$ cat src/rtl/avcfg_pkg.sv
// avalon_cfg_master shared types: FSM states, error codes, slave register map.
// Imported by avcfg_watchdog and avalon_cfg_master.
package avcfg_pkg;

    typedef enum logic [3:0] {
        ST_IDLE,
        ST_RD_VER,
        ST_RD_WAIT,
        ST_WR_NUMPKTS,
        ST_WR_PKTLEN,
        ST_WR_PAYLOAD,
        ST_WR_SCRATCH,
        ST_RD_SCRATCH,
        ST_WR_START,
        ST_FINISH,
        ST_ERR
    } state_e;

    typedef enum logic [1:0] {
        ERR_NONE    = 2'd0,
        ERR_VERSION = 2'd1,
        ERR_SCRATCH = 2'd2,
        ERR_TIMEOUT = 2'd3
    } err_code_e;

    localparam logic [7:0] REG_NUMPKTS   = 8'd0;
    localparam logic [7:0] REG_START     = 8'd1;
    localparam logic [7:0] REG_STOP      = 8'd2;
    localparam logic [7:0] REG_PKTLENGTH = 8'd3;
    localparam logic [7:0] REG_PAYLOAD   = 8'd4;
    localparam logic [7:0] REG_VERSION   = 8'd5;
    localparam logic [7:0] REG_SCRATCH   = 8'd6;

    localparam logic [7:0] SCRATCH_PATTERN = 8'hA5;
    localparam logic [7:0] START_CMD       = 8'h01;

endpackage

$ cat src/rtl/avcfg_watchdog.sv
// Stall watchdog: counts consecutive stalled request cycles since clr_i.
// Ports: clk_i, reset_i, clr_i (request issued), en_i (stalled), expired_o.
module avcfg_watchdog
    import avcfg_pkg::*;
#(
    parameter int TIMEOUT = 64
) (
    input  logic clk_i,
    input  logic reset_i,
    input  logic clr_i,
    input  logic en_i,
    output logic expired_o
);

    localparam int CW = $clog2(TIMEOUT + 1);

    logic [CW-1:0] cnt_q;
    logic [CW-1:0] cnt_d;

    // High during the TIMEOUT-th stalled cycle, so the caller can
    // drop the request on that edge instead of one cycle later.
    assign expired_o = en_i && (cnt_q == CW'(TIMEOUT - 1));

    always_comb begin
        cnt_d = cnt_q;
        if (clr_i) begin
            cnt_d = '0;
        end else if (en_i && (cnt_q != CW'(TIMEOUT))) begin
            cnt_d = cnt_q + 1'b1;
        end
    end

    always_ff @(posedge clk_i) begin
        if (reset_i) begin
            cnt_q <= '0;
        end else begin
            cnt_q <= cnt_d;
        end
    end

endmodule

$ cat src/rtl/avalon_cfg_master.sv
// Avalon-MM master that programs the 8-bit register slave on a go pulse.
// Ports: clk/reset, go + cfg_* in, Avalon master bus, busy/done/error/err_code.
// Option: define AVCFG_SCRATCH_CHECK_EN to add the SCRATCH write/readback check.
module avalon_cfg_master
    import avcfg_pkg::*;
#(
    parameter int                DATA_W      = 8,
    parameter int                ADDR_W      = 8,
    parameter int                RD_LAT      = 1,
    parameter int                TIMEOUT     = 64,
    parameter logic [DATA_W-1:0] EXP_VERSION = 'h12
) (
    input  logic              clk,
    input  logic              reset,
    input  logic              go,
    input  logic [DATA_W-1:0] cfg_numpkts,
    input  logic [DATA_W-1:0] cfg_pktlength,
    input  logic [DATA_W-1:0] cfg_payload,
    output logic [ADDR_W-1:0] address,
    output logic              read,
    output logic              write,
    output logic [DATA_W-1:0] writedata,
    input  logic [DATA_W-1:0] readdata,
    input  logic              waitrequest,
    output logic              busy,
    output logic              done,
    output logic              error,
    output logic [1:0]        err_code
);

    state_e            state_q, state_d;
    logic [ADDR_W-1:0] address_q, address_d;
    logic              read_q, read_d;
    logic              write_q, write_d;
    logic [DATA_W-1:0] writedata_q, writedata_d;
    logic              busy_q, busy_d;
    logic              done_q, done_d;
    logic              error_q, error_d;
    err_code_e         err_code_q, err_code_d;
    logic [DATA_W-1:0] numpkts_q, numpkts_d;
    logic [DATA_W-1:0] pktlen_q, pktlen_d;
    logic [DATA_W-1:0] payload_q, payload_d;
    logic [1:0]        lat_q, lat_d;

    logic              wd_clr;
    logic              wd_en;
    logic              wd_expired;

    logic              op_go;
    logic              op_rd;
    logic [7:0]        op_addr;
    logic [DATA_W-1:0] op_data;
    state_e            op_nxt;

    logic              rd_check;
    logic [DATA_W-1:0] rd_exp;
    err_code_e         rd_code;
    state_e            rd_nxt;

    logic              fin;
    logic              fail;
    err_code_e         fail_code;

    localparam logic [1:0] RD_LAT_C = 2'(RD_LAT);

    avcfg_watchdog #(
        .TIMEOUT (TIMEOUT)
    ) u_wd (
        .clk_i     (clk),
        .reset_i   (reset),
        .clr_i     (wd_clr),
        .en_i      (wd_en),
        .expired_o (wd_expired)
    );

    always_comb begin
        state_d     = state_q;
        address_d   = address_q;
        read_d      = read_q;
        write_d     = write_q;
        writedata_d = writedata_q;
        busy_d      = busy_q;
        done_d      = 1'b0;
        error_d     = error_q;
        err_code_d  = err_code_q;
        numpkts_d   = numpkts_q;
        pktlen_d    = pktlen_q;
        payload_d   = payload_q;
        lat_d       = lat_q;
        wd_clr      = 1'b0;
        wd_en       = 1'b0;
        op_go       = 1'b0;
        op_rd       = 1'b0;
        op_addr     = '0;
        op_data     = '0;
        op_nxt      = ST_IDLE;
        rd_check    = 1'b0;
        fin         = 1'b0;
        fail        = 1'b0;
        fail_code   = ERR_NONE;

        // The address stays put after a read is accepted, so it tells
        // the data phase which register it is checking.
        if (address_q == ADDR_W'(REG_VERSION)) begin
            rd_exp  = EXP_VERSION;
            rd_code = ERR_VERSION;
            rd_nxt  = ST_WR_NUMPKTS;
        end else begin
            rd_exp  = DATA_W'(SCRATCH_PATTERN);
            rd_code = ERR_SCRATCH;
            rd_nxt  = ST_WR_START;
        end

        unique case (state_q)
            ST_IDLE: begin
                if (go) begin
                    numpkts_d  = cfg_numpkts;
                    pktlen_d   = cfg_pktlength;
                    payload_d  = cfg_payload;
                    busy_d     = 1'b1;
                    error_d    = 1'b0;
                    err_code_d = ERR_NONE;
                    state_d    = ST_RD_VER;
                end
            end
            ST_RD_VER: begin
                op_go   = 1'b1;
                op_rd   = 1'b1;
                op_addr = REG_VERSION;
            end
            ST_WR_NUMPKTS: begin
                op_go   = 1'b1;
                op_addr = REG_NUMPKTS;
                op_data = numpkts_q;
                op_nxt  = ST_WR_PKTLEN;
            end
            ST_WR_PKTLEN: begin
                op_go   = 1'b1;
                op_addr = REG_PKTLENGTH;
                op_data = pktlen_q;
                op_nxt  = ST_WR_PAYLOAD;
            end
            ST_WR_PAYLOAD: begin
                op_go   = 1'b1;
                op_addr = REG_PAYLOAD;
                op_data = payload_q;
`ifdef AVCFG_SCRATCH_CHECK_EN
                op_nxt  = ST_WR_SCRATCH;
`else
                op_nxt  = ST_WR_START;
`endif
            end
`ifdef AVCFG_SCRATCH_CHECK_EN
            ST_WR_SCRATCH: begin
                op_go   = 1'b1;
                op_addr = REG_SCRATCH;
                op_data = DATA_W'(SCRATCH_PATTERN);
                op_nxt  = ST_RD_SCRATCH;
            end
            ST_RD_SCRATCH: begin
                op_go   = 1'b1;
                op_rd   = 1'b1;
                op_addr = REG_SCRATCH;
            end
`endif
            ST_WR_START: begin
                op_go   = 1'b1;
                op_addr = REG_START;
                op_data = DATA_W'(START_CMD);
                op_nxt  = ST_FINISH;
            end
            ST_RD_WAIT: begin
                if (lat_q == RD_LAT_C) begin
                    rd_check = 1'b1;
                end else begin
                    lat_d = lat_q + 2'd1;
                end
            end
            ST_FINISH, ST_ERR: begin
                state_d = ST_IDLE;
            end
            default: begin
                state_d = ST_IDLE;
            end
        endcase

        // Shared request phase: issue from an idle bus, hold while
        // stalled, release on acceptance or watchdog expiry.
        if (op_go) begin
            if (!(read_q || write_q)) begin
                address_d   = ADDR_W'(op_addr);
                writedata_d = op_data;
                read_d      = op_rd;
                write_d     = !op_rd;
                wd_clr      = 1'b1;
            end else if (!waitrequest) begin
                read_d  = 1'b0;
                write_d = 1'b0;
                if (op_rd) begin
                    if (RD_LAT == 0) begin
                        rd_check = 1'b1;
                    end else begin
                        state_d = ST_RD_WAIT;
                        lat_d   = 2'd1;
                    end
                end else if (op_nxt == ST_FINISH) begin
                    fin = 1'b1;
                end else begin
                    state_d = op_nxt;
                end
            end else begin
                wd_en = 1'b1;
                if (wd_expired) begin
                    read_d    = 1'b0;
                    write_d   = 1'b0;
                    fail      = 1'b1;
                    fail_code = ERR_TIMEOUT;
                end
            end
        end

        if (rd_check) begin
            if (readdata != rd_exp) begin
                fail      = 1'b1;
                fail_code = rd_code;
            end else begin
                state_d = rd_nxt;
            end
        end

        if (fin) begin
            state_d = ST_FINISH;
            done_d  = 1'b1;
            busy_d  = 1'b0;
        end

        if (fail) begin
            state_d    = ST_ERR;
            done_d     = 1'b1;
            busy_d     = 1'b0;
            error_d    = 1'b1;
            err_code_d = fail_code;
        end
    end

    always_ff @(posedge clk) begin
        if (reset) begin
            state_q     <= ST_IDLE;
            address_q   <= '0;
            read_q      <= 1'b0;
            write_q     <= 1'b0;
            writedata_q <= '0;
            busy_q      <= 1'b0;
            done_q      <= 1'b0;
            error_q     <= 1'b0;
            err_code_q  <= ERR_NONE;
            numpkts_q   <= '0;
            pktlen_q    <= '0;
            payload_q   <= '0;
            lat_q       <= 2'd0;
        end else begin
            state_q     <= state_d;
            address_q   <= address_d;
            read_q      <= read_d;
            write_q     <= write_d;
            writedata_q <= writedata_d;
            busy_q      <= busy_d;
            done_q      <= done_d;
            error_q     <= error_d;
            err_code_q  <= err_code_d;
            numpkts_q   <= numpkts_d;
            pktlen_q    <= pktlen_d;
            payload_q   <= payload_d;
            lat_q       <= lat_d;
        end
    end

    assign address   = address_q;
    assign read      = read_q;
    assign write     = write_q;
    assign writedata = writedata_q;
    assign busy      = busy_q;
    assign done      = done_q;
    assign error     = error_q;
    assign err_code  = err_code_q;

endmodule

$ cat config.mk
export PLATFORM = sky130hd
export DESIGN_NAME = avalon_cfg_master
export DESIGN_NICKNAME = d
export VERILOG_FILES = /design/src/rtl/avcfg_pkg.sv /design/src/rtl/avcfg_watchdog.sv /design/src/rtl/avalon_cfg_master.sv
export SDC_FILE = /design/constraint.sdc
export NUM_CORES = 1
export LEC_CHECK = 0
export ABC_AREA = 1
export BUFFER_PORTS_ARGS = -buffer_cell sky130_fd_sc_hd__buf_2
export CORE_UTILIZATION = 56
export CTS_BUF_LIST = sky130_fd_sc_hd__clkbuf_8
export CTS_CLUSTER_SIZE = 40
export DETAILED_ROUTE_END_ITERATION = 10
export PLACE_DENSITY_LB_ADDON = 0.25
export SYNTH_ARGS = -nofsm -noshare
export SYNTH_HDL_FRONTEND = slang
export SYNTH_HIERARCHICAL = 1
export SYNTH_SLANG_ARGS = --single-unit
$ cat constraint.sdc
create_clock -name clk -period 2.8 [get_ports clk]
set_input_delay 0.14 -clock clk [delete_from_list [all_inputs] [get_ports clk]]
set_output_delay 0.14 -clock clk [all_outputs]
set_load 0.01 [all_outputs]
* Word level (Yosys, flattened, before mapping)
Cells that the tools add are included.
Operators by class: divide/modulo/power cells 0, add/sub/neg operators 2, magnitude comparators 0, multipliers 0, multiplexer cells 61, reduce and logical (&&, ||, !) cells 16, shift operators 0, eq/ne operators 13, bitwise gates (word level) 1
Operator list (number):
- $mux 4 | 11
- $mux 2 | 16
- $pmux 8 s4 | 1
- $mux 1 | 29
- $pmux 4 s4 | 1
- $pmux 3 s4 | 1
- $eq 4x2->1 const B | 2
- $eq 4x3->1 const B | 2
- $eq 4x4->1 const B | 2
- $eq 8x3->1 const B | 1
- $mux 8 | 1
- $ne 8x8->1 | 1
- $pmux 4 s2 | 1
- $reduce_and 2->1 | 4
- $add 7x1->7 const B | 1
- $eq 7x6->1 const B | 1
- $ne 7x7->1 const B | 1
- $reduce_or 6->1 | 1
- $reduce_or 5->1 | 1
- $eq 4x1->1 const B | 1
- $logic_not 4->1 | 1
- $reduce_bool 2->1 | 2
- $reduce_or 2->1 | 2
- $ne 3x2->1 const B | 1
- 7 further kinds | 8
Storage, ports and cells: ROM bits 0, output and inout bits 23, word-level logic and storage cells 109, memories kept 0, input bits 36, register bits after elaboration 60, latch bits 0, RAM bits 0

* Logic depth before layout (Yosys ltp)
depth after elaboration 13, depth in mapped cells 15, gate-level depth less buffers 14

* Hierarchy
Netlist, hierarchy kept.
By module, submodules not included:
- avalon_cfg_master | cells an instance 308, seq. area each 960.9 sq um, times used 1, area each 2237.1 sq um
- avcfg_watchdog | cells an instance 63, seq. area each 140.1 sq um, times used 1, area each 414.1 sq um

* Least setup slack after synthesis
OpenSTA, ideal clock, no wires.
kind reg2reg, start register state_q[2], end register state_q[2], setup slack 0.778 ns, cell stages (with the launch flop) 15, setup time 0.113 ns, buffers on the path 1, period minus slack after synthesis 2.022 ns, required time 2.687 ns, data arrival time 1.909 ns, cell sequence dfxtp_1 > inv_2 > nor2_4 > nand2_2 > nand3_4 > nand2_1 > inv_1 > buf_2 > nand2_1 > nor4_1 > nand3_2 > nand2_1 > inv_2 > nand3_1 > nor2_1
On the way: cells in the longest elaborated chain, start to end 12, elaborated cells between the ends (all ways) 37, those cells by class 7 x eq/ne; 25 x mux; 5 x reduce/logical
RTL lines:
- start: declaration | RTL line avalon_cfg_master.sv:31 | state_e state_q, state_d;
- start signal: assignment | RTL line avalon_cfg_master.sv:262 | state_q <= state_d;
- $eq 4x4->1, or another cell as far along | RTL line avalon_cfg_master.sv:114 | unique case (state_q)
- $reduce_or 5->1 (no line) (*)
- $mux 1 (*) | RTL line avalon_cfg_master.sv:114
- $mux 1 (*) | RTL line avalon_cfg_master.sv:189 | if (op_go) begin
- named net wd_en | RTL line avalon_cfg_master.sv:46 | logic wd_en;
- $logic_and 1x1->1 (*) | RTL line avcfg_watchdog.sv:22 | assign expired_o = en_i && (cnt_q == CW'(TIMEOUT - 1));
- named net wd_expired | RTL line avalon_cfg_master.sv:47 | logic wd_expired;
- $mux 1 (*) | RTL line avalon_cfg_master.sv:213 | if (wd_expired) begin
- $mux 1 (*) | RTL line avalon_cfg_master.sv:196 | end else if (!waitrequest) begin
- $mux 1 (*) | RTL line avalon_cfg_master.sv:190 | if (!(read_q || write_q)) begin
- $mux 1 (*) | RTL line avalon_cfg_master.sv:189
- $mux 1 | RTL line avalon_cfg_master.sv:223 | if (readdata != rd_exp) begin
- $mux 1 (*) | RTL line avalon_cfg_master.sv:222 | if (rd_check) begin
- $reduce_or 3->1 (no line) (*)
Mark *: on every way through the listed nets, which the timed path passes. The rest lies on a longest branch. A chain may end at the register's enable or synchronous reset.

* Worst setup path in the final report
start register state_q[2], end register busy_q (netlist: busy)
On the way: cells in the longest elaborated chain, start to end 12, elaborated cells between the ends (all ways) 28, those cells by class 7 x eq/ne; 16 x mux; 5 x reduce/logical
RTL lines:
- $eq 4x4->1, or another cell as far along | RTL line avalon_cfg_master.sv:114
- $reduce_or 5->1 (no line) (*)
- $mux 1 (*) | RTL line avalon_cfg_master.sv:114
- $mux 1 (*) | RTL line avalon_cfg_master.sv:189
- named net wd_en | RTL line avalon_cfg_master.sv:46
- $logic_and 1x1->1 (*) | RTL line avcfg_watchdog.sv:22
- named net wd_expired | RTL line avalon_cfg_master.sv:47
- $mux 1 (*) | RTL line avalon_cfg_master.sv:213
- $mux 1 (*) | RTL line avalon_cfg_master.sv:196
- $mux 1 (*) | RTL line avalon_cfg_master.sv:190
- $mux 1 (*) | RTL line avalon_cfg_master.sv:189
- $mux 1 | RTL line avalon_cfg_master.sv:223
- $mux 1 (*) | RTL line avalon_cfg_master.sv:222
- $reduce_or 3->1 (no line) (*)
- end signal: assignment | RTL line avalon_cfg_master.sv:267 | busy_q <= busy_d;
- end: declaration | RTL line avalon_cfg_master.sv:36 | logic busy_q, busy_d;
Marks and branches as above.

==> out/metrics.cfg <==
[outcome]
status=complete, but fails checks
violations=DRC

[place]
dp_hpwl_mm=4.11
routabilityCongestion=0.924
dp_cells=463
place_area_um2=2900
portBuffers=53
post-place-ws_ns=0.478

[global_route]
gr-usage-met3_pct=3.85
grt_use_met2_pct=40.5
overflow=0
grt_max_degree=40
antenna_found_initial=0
track_usage_pct=23.3
grt_pass1_wl_mm=9.25
top_usage_layer=met2
use_met1_pct=30.0
grt_pass1_vias=2140

[logic_synthesis]
ys_top_cells_by_count=58 x inv_1, 55 x dfxtp_1, 52 x nand2_1
synth-seq-area-share_pct=41.5
avgSynthCellArea_um2=7.15
ys_ff_latch=55
ys.flop_type=dfxtp_1
yosys_warnings=6
netlist_area_um2=2650
postSynthCellCount=371
yosysUniqueCellTypes=35
yosysMostFrequentCell=inv_1
synth_edf_count=0
synthArstFlopShare_pct=0
yosysTopAreaCell=dfxtp_1
synth_top_cell_area_share_pct=41.5
synth.area.top_cells=dfxtp_1 42%, a21oi_1 8.5%, inv_1 8.2%

[setup_path]
arrival_ns=2.53
reg2regPathDepth=13
crit_type=flop to flop
cp-end-kind=flop
critPathMaxStageDelay_ns=0.43
cp_cell_sequence=inv_2, nor2_4, nand2_2, nand3_4, nand2_1, inv_1, nand2_1, nor4_1, nand3_2, nand2_1, inv_2, nand3_1, nor2_1
r2r-start=state_q[2]
r2r_end=busy
cp_slowest_cell=dfxtp_1
regToRegSetupSlack_ns=0.47
crit_top_cell=nand2_1
worstPathRequired_ns=3.01
start_kind=flop
cp_max_fo=8

[pwr]
p_per_area_nw_per_um2=615
ir_drop_mv=0.397
leakage_nw=1.38

[routing]
remaining_drc_errors=4
viasPerCell=5.24
postRouteAntennaNets=0
routed_wl_mm=5.62
wl_per_cell_um=11.9
routed-via-count=2470
first_pass_iters=9
drt_iter0_drc=141

[cells_and_area]
antenna_cells=0
areaGrowthSynthToFinish_pct=13.1
final_nets=456
stdcell_count=471
final_layout_size_suffix_gt1_share_pct=21.0
utilization_pct=67.5
stdcell_area_um2=3000

[cts]
clk_latency_ns=0.31
cts_htree_levels=2
clkTransAtPathRegs_ns=0.09
cts_tree=done
cts_hold_buf=0
cts_buffers=5
clock_sinks=55
clk_path_buf_depth=2
root_buffer=clkbuf_8
post_cts.repair.setup_buffers=0
cts.repair.resized=0

[min_path]
hp-class=input pin to flop
worstHoldStart=cfg_pktlength[6]
worstHoldPathCells=3
min_to=pktlen_q[6]

[sta]
fin_ws_ns=0.472
fmax_ghz=0.430
hold_violations=0
slew_viol_final=0
fin_setup_tns_ns=0
max_slew_margin_pct=51.7
rsz0062_at_grt=no
period_share_pct=83.1
period_minus_slack_ns=2.33
tightest_slew_ns=0.724
setup_viol=0
finClkSkew_ns=0.00792

[floorplan]
dieArea_um2=5010
ios=59
fp-row-count=24
die_y_um=70.8
floorplan.initialDensity_pct=59.7
core-area_um2=4440
die_x_um=70.8

[flow_run]
cap_viol_max_count=0

## cells in the final DEF (no fill, tap or decap)
master,synthesis,layout
nor4_1,2,2
nand2_1,52,52
o21ai_1,6,6
nor3_2,1,1
a31oi_1,1,1
nand3_2,5,5
buf_2,3,53
ha_1,2,2
clkbuf_8,0,7
o21ai_0,31,31
nand4_1,7,7
o22ai_1,7,7
dfxtp_1,55,55
nor2_1,36,36
a21oi_1,45,45
inv_2,3,3
conb_1,1,5
a21oi_2,1,1
buf_4,5,1
nand3_1,16,16
inv_6,1,1
nor2_2,7,7
a211oi_2,1,1
nand2_4,1,1
nand3b_1,2,2
nand2_2,4,4
nor3_1,2,2
xor2_1,1,1
nor2_4,2,2
nand3_4,1,1
o211ai_1,1,1
inv_1,58,59
o31ai_1,1,1
## metrics by stage
| step | power (mW) | hold WS (ns) |
|---|---|---|
| final | 1.84 | 0.109 |
| after global routing | 1.96 | 0.118 |
| after CTS | 1.85 | 0.108 |
| after floorplan | 1.28 | 0.331 |
| after global placement | 1.37 | 0.416 |
| after detailed placement | 1.38 | 0.425 |
## critical path, delay by kind of cell, from the launching register on
kind,cells,cell delay [ns]
DFF,1,0.43
buffers and inverters,3,0.38
and+or+nand+nor,10,1.41
## routing by layer
metal,vias up,share of wire (%)
met2,71,48
met4,0,1.0
met3,6,4.3
met1,1114,47
met5,-,0
li1,1279,-
## kinds of logic (layout without fill, tap and decap cells)
family	Yosys count	in the layout	share of synthesized area (%)
xor gates and xnor gates	1	1	0.330
AOI/OAI and AO/OA	94	94	18.7
adders and majority gates	2	2	0.944
DFF	55	55	41.5
and+or+nand+nor	138	138	25.3
buffers and inverters	80	124	13.0
other	1	5	0.141
## sequential cells by signal, summed over array words and instances, names as in the netlist
name        cells
write           1
numpkts_q       8
state_q         4
error           1
address         3
done            1
lat_q           2
u_wd/cnt_q      7
pktlen_q        8
err_code        2
read            1
busy            1
writedata       8
payload_q       8
## report_power, final
| part | internal (mW) | switching, mW | total, mW |
|---|---|---|---|
| Sequential | 0.877 | 0.0504 | 0.927 |
| Clock | 0.223 | 0.253 | 0.476 |
| Combinational | 0.155 | 0.286 | 0.441 |
## final cells by class
cell class                      count  area [um^2]
Fill cell                         411         1450
Multi-Input combinational cell    240         1220
Sequential cell                    55         1100
Timing Repair Buffer               54          273
Inverter                           62          238
Clock buffer                        7         96.3
Tap cell                           52         65.1
Clock inverter                      1         3.75
## worst max path at each step
stage	from	cells after the start	slack, ns	endpoint
after floorplan	state_q[2]	14	0.78	state_q[2]
after global placement	state_q[1]	12	0.62	state_q[2]
after detailed placement	state_q[1]	12	0.48	busy
after CTS	state_q[2]	13	0.47	busy
after global routing	state_q[1]	13	0.18	error
final	state_q[2]	13	0.47	busy
(Power assumes the default switching activity.)
